<file path="src/rtl/mapreduce_pkg.sv">
// Shared types and helpers for the mapreduce byte path: arbiter states,
// default record delimiter and lane-index width.
package mapreduce_pkg;

    typedef enum logic [0:0] {
        IDLE = 1'b0,
        LOCK = 1'b1
    } arb_state_e;

    localparam logic [7:0] DEFAULT_DELIM = 8'h0A;

    function automatic int lane_w(input int n);
        return (n <= 2) ? 1 : $clog2(n);
    endfunction

endpackage

</file>
<file path="src/rtl/rr_pick.sv">
// Combinational round-robin search: first set request bit at or above the
// pointer, wrapping upward. Shared with the mapper dispatcher.
module rr_pick
    import mapreduce_pkg::*;
#(
    parameter int NUM_LANES = 4
) (
    input  logic [NUM_LANES-1:0]         i_req,
    input  logic [lane_w(NUM_LANES)-1:0] i_ptr,
    output logic [lane_w(NUM_LANES)-1:0] o_idx,
    output logic                         o_found
);

    localparam int LW = lane_w(NUM_LANES);

    int cand;

    // Walk offsets from farthest to nearest so the nearest requester wins.
    always_comb begin
        o_idx   = '0;
        o_found = 1'b0;
        cand    = 0;
        for (int i = NUM_LANES - 1; i >= 0; i--) begin
            cand = int'(i_ptr) + i;
            if (cand >= NUM_LANES) begin
                cand = cand - NUM_LANES;
            end
            if (i_req[cand]) begin
                o_idx   = LW'(cand);
                o_found = 1'b1;
            end
        end
    end

endmodule

</file>
<file path="src/rtl/reduce_lane_arbiter.sv">
// Record-granular round-robin arbiter feeding the reducer from NUM_LANES byte
// FIFOs. Optional idle watchdog enabled by defining REDUCE_ARB_TIMEOUT_EN.
module reduce_lane_arbiter
    import mapreduce_pkg::*;
#(
    parameter int         NUM_LANES = 4,
    parameter logic [7:0] DELIM     = DEFAULT_DELIM,
    parameter int         MAX_REC   = 1024,
    parameter int         TIMEOUT   = 256
) (
    input  logic                         i_clk,
    input  logic                         i_rst,
    input  logic [NUM_LANES-1:0]         i_lane_valid,
    output logic [NUM_LANES-1:0]         o_lane_rdy,
    input  logic [8*NUM_LANES-1:0]       i_lane_data,
    output logic [7:0]                   o_mst_data,
    output logic                         o_mst_valid,
    input  logic                         i_mst_rdy,
    output logic [lane_w(NUM_LANES)-1:0] o_mst_lane,
    output logic                         o_mst_last,
    output logic                         o_ovf,
    output logic                         o_timeout
);

    localparam int LW = lane_w(NUM_LANES);
    localparam int CW = $clog2(MAX_REC + 1);
    localparam logic [0:0] S_IDLE = IDLE;
    localparam logic [0:0] S_LOCK = LOCK;

    if (NUM_LANES < 2 || NUM_LANES > 16 || MAX_REC < 2 || TIMEOUT < 1) begin : g_bad_cfg
        $error("reduce_lane_arbiter: parameter out of range");
    end

    logic [0:0]    state_q, state_d;
    logic [LW-1:0] grant_q, grant_d;
    logic [LW-1:0] rr_ptr_q, rr_ptr_d;
    logic [CW-1:0] rec_cnt_q, rec_cnt_d;
    logic          ovf_q, ovf_d;

    logic [LW-1:0] pick_idx;
    logic          pick_found;
    logic          sel_valid;
    logic [7:0]    sel_data;
    logic          active;
    logic          mst_valid;
    logic          cnt_hit;
    logic          mst_last;
    logic          xfer;
    logic          idle_release;
    logic [LW-1:0] next_ptr;

    rr_pick #(
        .NUM_LANES(NUM_LANES)
    ) u_pick (
        .i_req  (i_lane_valid),
        .i_ptr  (rr_ptr_q),
        .o_idx  (pick_idx),
        .o_found(pick_found)
    );

`ifdef REDUCE_ARB_TIMEOUT_EN
    localparam int TW = $clog2(TIMEOUT + 1);

    logic [TW-1:0] idle_cnt_q, idle_cnt_d;
    logic          tmo_q, tmo_d;

    // Counts consecutive stalled LOCK cycles; the TIMEOUT-th one releases.
    always_comb begin
        idle_release = 1'b0;
        idle_cnt_d   = '0;
        tmo_d        = 1'b0;
        if (state_q == S_LOCK && !sel_valid) begin
            if (idle_cnt_q == TW'(TIMEOUT - 1)) begin
                idle_release = 1'b1;
                tmo_d        = 1'b1;
            end else begin
                idle_cnt_d = idle_cnt_q + 1'b1;
            end
        end
    end

    always_ff @(posedge i_clk) begin
        if (i_rst) begin
            idle_cnt_q <= '0;
            tmo_q      <= 1'b0;
        end else begin
            idle_cnt_q <= idle_cnt_d;
            tmo_q      <= tmo_d;
        end
    end

    assign o_timeout = tmo_q && !i_rst;
`else
    assign idle_release = 1'b0;
    assign o_timeout    = 1'b0;
`endif

    // Zero-latency byte path from the granted lane.
    always_comb begin
        sel_valid = i_lane_valid[grant_q];
        sel_data  = i_lane_data[8*int'(grant_q) +: 8];
        active    = (state_q == S_LOCK) && !i_rst;
        mst_valid = active && sel_valid;
        cnt_hit   = (rec_cnt_q == CW'(MAX_REC - 1));
        mst_last  = mst_valid && ((sel_data == DELIM) || cnt_hit);
        xfer      = mst_valid && i_mst_rdy;
        next_ptr  = (grant_q == LW'(NUM_LANES - 1)) ? '0 : grant_q + 1'b1;
    end

    always_comb begin
        state_d   = state_q;
        grant_d   = grant_q;
        rr_ptr_d  = rr_ptr_q;
        rec_cnt_d = rec_cnt_q;
        ovf_d     = 1'b0;
        case (state_q)
            S_IDLE: begin
                if (pick_found) begin
                    grant_d = pick_idx;
                    state_d = S_LOCK;
                end
            end
            default: begin
                if (xfer) begin
                    rec_cnt_d = rec_cnt_q + 1'b1;
                    if (mst_last) begin
                        state_d   = S_IDLE;
                        rr_ptr_d  = next_ptr;
                        rec_cnt_d = '0;
                        // A delimiter landing on the final allowed byte is a clean end.
                        ovf_d     = cnt_hit && (sel_data != DELIM);
                    end
                end else if (idle_release) begin
                    state_d   = S_IDLE;
                    rr_ptr_d  = next_ptr;
                    rec_cnt_d = '0;
                end
            end
        endcase
    end

    always_ff @(posedge i_clk) begin
        if (i_rst) begin
            state_q   <= S_IDLE;
            grant_q   <= '0;
            rr_ptr_q  <= '0;
            rec_cnt_q <= '0;
            ovf_q     <= 1'b0;
        end else begin
            state_q   <= state_d;
            grant_q   <= grant_d;
            rr_ptr_q  <= rr_ptr_d;
            rec_cnt_q <= rec_cnt_d;
            ovf_q     <= ovf_d;
        end
    end

    assign o_mst_valid = mst_valid;
    assign o_mst_data  = active ? sel_data : 8'h00;
    assign o_mst_last  = mst_last;
    assign o_mst_lane  = i_rst ? '0 : grant_q;
    assign o_lane_rdy  = (active && i_mst_rdy) ? (NUM_LANES'(1) << grant_q) : '0;
    assign o_ovf       = ovf_q && !i_rst;

endmodule
</file>
<file path="config.mk">
export PLATFORM = sky130hd
export DESIGN_NAME = reduce_lane_arbiter
export DESIGN_NICKNAME = d
export VERILOG_FILES = /design/src/rtl/mapreduce_pkg.sv /design/src/rtl/rr_pick.sv /design/src/rtl/reduce_lane_arbiter.sv
export SDC_FILE = /design/constraint.sdc
export NUM_CORES = 1
export LEC_CHECK = 0
export BUFFER_PORTS_ARGS = -buffer_cell sky130_fd_sc_hd__buf_2
export CORE_MARGIN = 2
export CORE_UTILIZATION = 42
export CTS_CLUSTER_SIZE = 10
export DETAILED_ROUTE_END_ITERATION = 6
export PLACE_DENSITY = 0.78
export SETUP_SLACK_MARGIN = 0.15
export SLEW_MARGIN = 10
export SYNTH_ARGS = -nofsm -noshare
export SYNTH_HDL_FRONTEND = slang
export SYNTH_HIERARCHICAL = 1
export SYNTH_SLANG_ARGS = --single-unit
</file>
<file path="constraint.sdc">
create_clock -name i_clk -period 2.2 [get_ports i_clk]
set_input_delay 0.55 -clock i_clk [delete_from_list [all_inputs] [get_ports i_clk]]
set_output_delay 0.55 -clock i_clk [all_outputs]
set_load 0.005 [all_outputs]
</file>
==> impl_metrics.yaml <==
worst_setup_path:
  cpMaxStageDelayCell: "mux4_2"
  slowest_delay_ns: 0.55
  rrSetupSlack_ns: -0.20
  reg2reg_depth: 11
  cp-start-kind: "flip-flop"
  critPathRequiredTime_ns: 1.65
  cp-end-kind: "primary output"
  timing.rr.end: "rec_cnt_q[9]"
  path_class: "flip-flop to primary output"
  r2r_start: "grant_q[0]"
  worst_path_most_repeated_cell: "buf_6"
  crit_fanout: 4
  cp_data_arrival_time_ns: 2.07
  crit_chain: "buf_6 -> mux4_2 -> nor4b_4 -> a21bo_4 -> and2_4 -> buf_6"
worst_hold_path:
  holdCritStartpoint: "rec_cnt_q[1]"
  hp-class: "flip-flop to flip-flop"
  hold_end: "rec_cnt_q[1]"
  min_path_cells: 2
clocking:
  clk_latency_ns: 0.30
  cts_tree: "yes"
  cts_root_buf: "clkbuf_4"
  clkTransAtPathRegs_ns: 0.10
  ctsHoldBuffers: 0
  cts.sinks: 17
  clk_path_buf_depth: 2
  cts_buffers: 3
  htreeDepth: 1
placement:
  gp_congestion: 0.816
  dp_hpwl_um: 2530
  dp_slack_ns: -0.242
  dp_cells: 233
  portBuffers: 55
timing:
  fin_worst_skew_ns: 0.00121
  grt_setup_unrepaired: "true"
  timing.final.crit_period_ns: 2.62
  setup_viol: 20
  period_share_pct: 119
  final_max_slew_viol_count: 0
  finalHoldViolations: 0
  fmax_mhz: 382
  setup_ws_ns: -0.416
power_and_ir_drop:
  ir_drop_uv: 292
  p_leak_nw: 0.904
  finalPower_mw: 0.714
  p_per_area_mw_per_mm2: 346
synthesis:
  ys_warn_count: 6
  syn-num-nets: 178
  synth_area_sq_mm: 0.00129
  synth_cell_types: 36
  ys_seq_area_share_pct: 26.4
  syn_inst: 134
  ys_ff_latch: 17
  avgSynthCellArea_sq_um: 9.64
floorplanning:
  fp.dieW_um: 59.4
  std_cell_rows: 20
  dieHeight_um: 59.4
  dieArea_sq_mm: 0.00353
  io_pins: 57
  fp.coreArea_sq_mm: 0.00298
  initial_core_util_pct: 43.4
route:
  ant_nets: 0
  drtIter0Drc: 52
  via_per_inst: 5.52
  wire_per_inst_um: 17.1
  drc: 0
  vias: 1391
  wl_um: 4300
  first_pass_iters: 4
finish:
  n_fill_cell: 197
  fin_nets: 264
  ff_latch_area_sq_um: 345
  multi_input_area_sq_mm: 0.00102
  fin_cells: 252
  antenna_cells: 0
  post_route_cells_drive_above_1_share_pct: 60.7
  area_growth_pct: 59.9
global_route:
  grtUsageTotal_pct: 20.3
  grt_max_degree: 10
  overflow: 0
  grt_pass1_vias: 1299
  antenna_found_initial: 0
  grt_pass1_wl_um: 5610
status:
  outcome: "finished with violations"
  violations: "negative setup slack"
job:
  maxCapViolCount: 0
## flip-flops by register name (all words and copies together), names as in the netlist
register and cells:
ovf_q 1, grant_q 2, rr_ptr_q 2, state_q 1, rec_cnt_q 11
## synthesized netlist by cell type
library cell	instances	area, sq um
nor2_2	10	62.6
and3_1	6	37.5
and4b_1	1	10.0
dfxtp_1	17	340
clkbuf_1	2	7.51
inv_1	3	11.3
a211oi_2	1	12.5
mux4_1	1	26.3
buf_6	2	22.5
nor3b_1	1	7.51
ha_1	5	62.6
a21oi_1	3	15.0
nor2b_1	3	18.8
buf_2	1	5.00
nor2_1	14	52.6
o31ai_1	1	7.51
conb_1	1	3.75
nor4b_4	2	47.6
xor2_1	6	52.6
o21ai_1	1	5.00
and2_1	10	62.6
buf_4	1	7.51
and4_1	4	35.0
a32o_1	1	10.0
mux2i_1	1	10.0
nor3_1	1	5.00
a21bo_4	1	16.3
a21o_1	1	7.51
mux4_2	8	180
nand2b_1	2	12.5
nand2_1	5	18.8
a31o_1	1	8.76
nand3_1	6	30.0
a211oi_1	2	15.0
xnor2_1	3	26.3
nand4_1	6	37.5
## per-layer routing
layer / wire length, um / vias up / track usage, %
li1: - / 659 / -
met1: 1650 / 675 / 23.4
met2: 2310 / 43 / 38.3
met5: 0 / - / 0
met4: 150 / 0 / 6.49
met3: 185 / 14 / 2.40
## cell families (layout without fill, tap and decap cells)
family	count (synthesis)	in the layout	share of synthesized area (%)
and+or+nand+nor	71	72	33.9
DFF	17	17	26.4
AOI/OAI and AO/OA	12	12	7.56
muxes	10	10	16.8
xor gates and xnor gates	9	9	6.10
buffers and inverters	9	93	4.17
adders and majority gates	5	5	4.84
other	1	1	0.290
## cells in the final DEF, fill, tap and decap left out, types with 3 or more instances in the layout
cell      count
nand3_1       5
and3_4        5
xor2_1        6
nand2_1       5
nor2_2        8
and4_1        4
dfxtp_1      15
xnor2_1       3
buf_6        22
ha_4          4
buf_2        46
clkbuf_4      3
and2_4        6
buf_4        18
a21oi_1       3
nand4_1       6
mux4_2        9
and2_1        4
nor2_1       14
nor2b_1       3
## worst max-delay path, delay by kind of cell, from the launching register on
kind                   cells  cell delay, ns
AOI/OAI and AO/OA          1            0.17
buffers and inverters      2            0.20
DFF                        1            0.37
muxes                      1            0.55
and+or+nand+nor            2            0.48
## power by group
group | switching (mW) | internal, mW
Sequential | 0.00691 | 0.311
Combinational | 0.0938 | 0.126
Clock | 0.105 | 0.0709
## metrics by stage
stage | setup TNS, ns | util (%) | instance area, sq um | hold WS, ns
3_5_place_dp | -0.676 | 56.9 | 1690 | 0.504
6_report | -2.76 | 69.3 | 2060 | 0.532
3_3_place_gp | -0.306 | 56.9 | 1690 | 0.502
2_1_floorplan | -0.0131 | - | 1300 | 0.473
5_1_grt | -4.00 | 69.3 | 2060 | 0.551
4_1_cts | -0.541 | 61.2 | 1820 | 0.518
## what timing repair did
| item | in CTS | in global routing |
|---|---|---|
| setup buffers | 6 | 8 |
| pin swaps | 5 | 3 |
| gates cloned | 0 | 1 |
| endpoints found under the setup margin | 25 | 26 |
| resized for setup | 20 | 35 |
## cell type report
| class | instances | area share, % |
|---|---|---|
| flip-flops and latches | 17 | 16.7 |
| clock buffers | 4 | 1.27 |
| well taps | 33 | 2.00 |
| repair buffers | 86 | 29.7 |
| inverters | 3 | 0.909 |
| multi-input cells | 109 | 49.4 |
## worst max-delay path by stage
| stage | slack (ns) | from | to |
|---|---|---|---|
| after global placement | -0.21 | i_lane_data[29] | o_mst_last |
| after floorplan | -0.01 | i_lane_data[29] | o_mst_last |
| after global routing | -0.48 | grant_q[0] | o_mst_last |
| final | -0.42 | grant_q[0] | o_mst_last |
| after CTS | -0.39 | grant_q[0] | o_mst_last |
| after detailed placement | -0.24 | i_lane_data[29] | o_mst_last |
No activity file was read; power rests on OpenSTA's default activity.
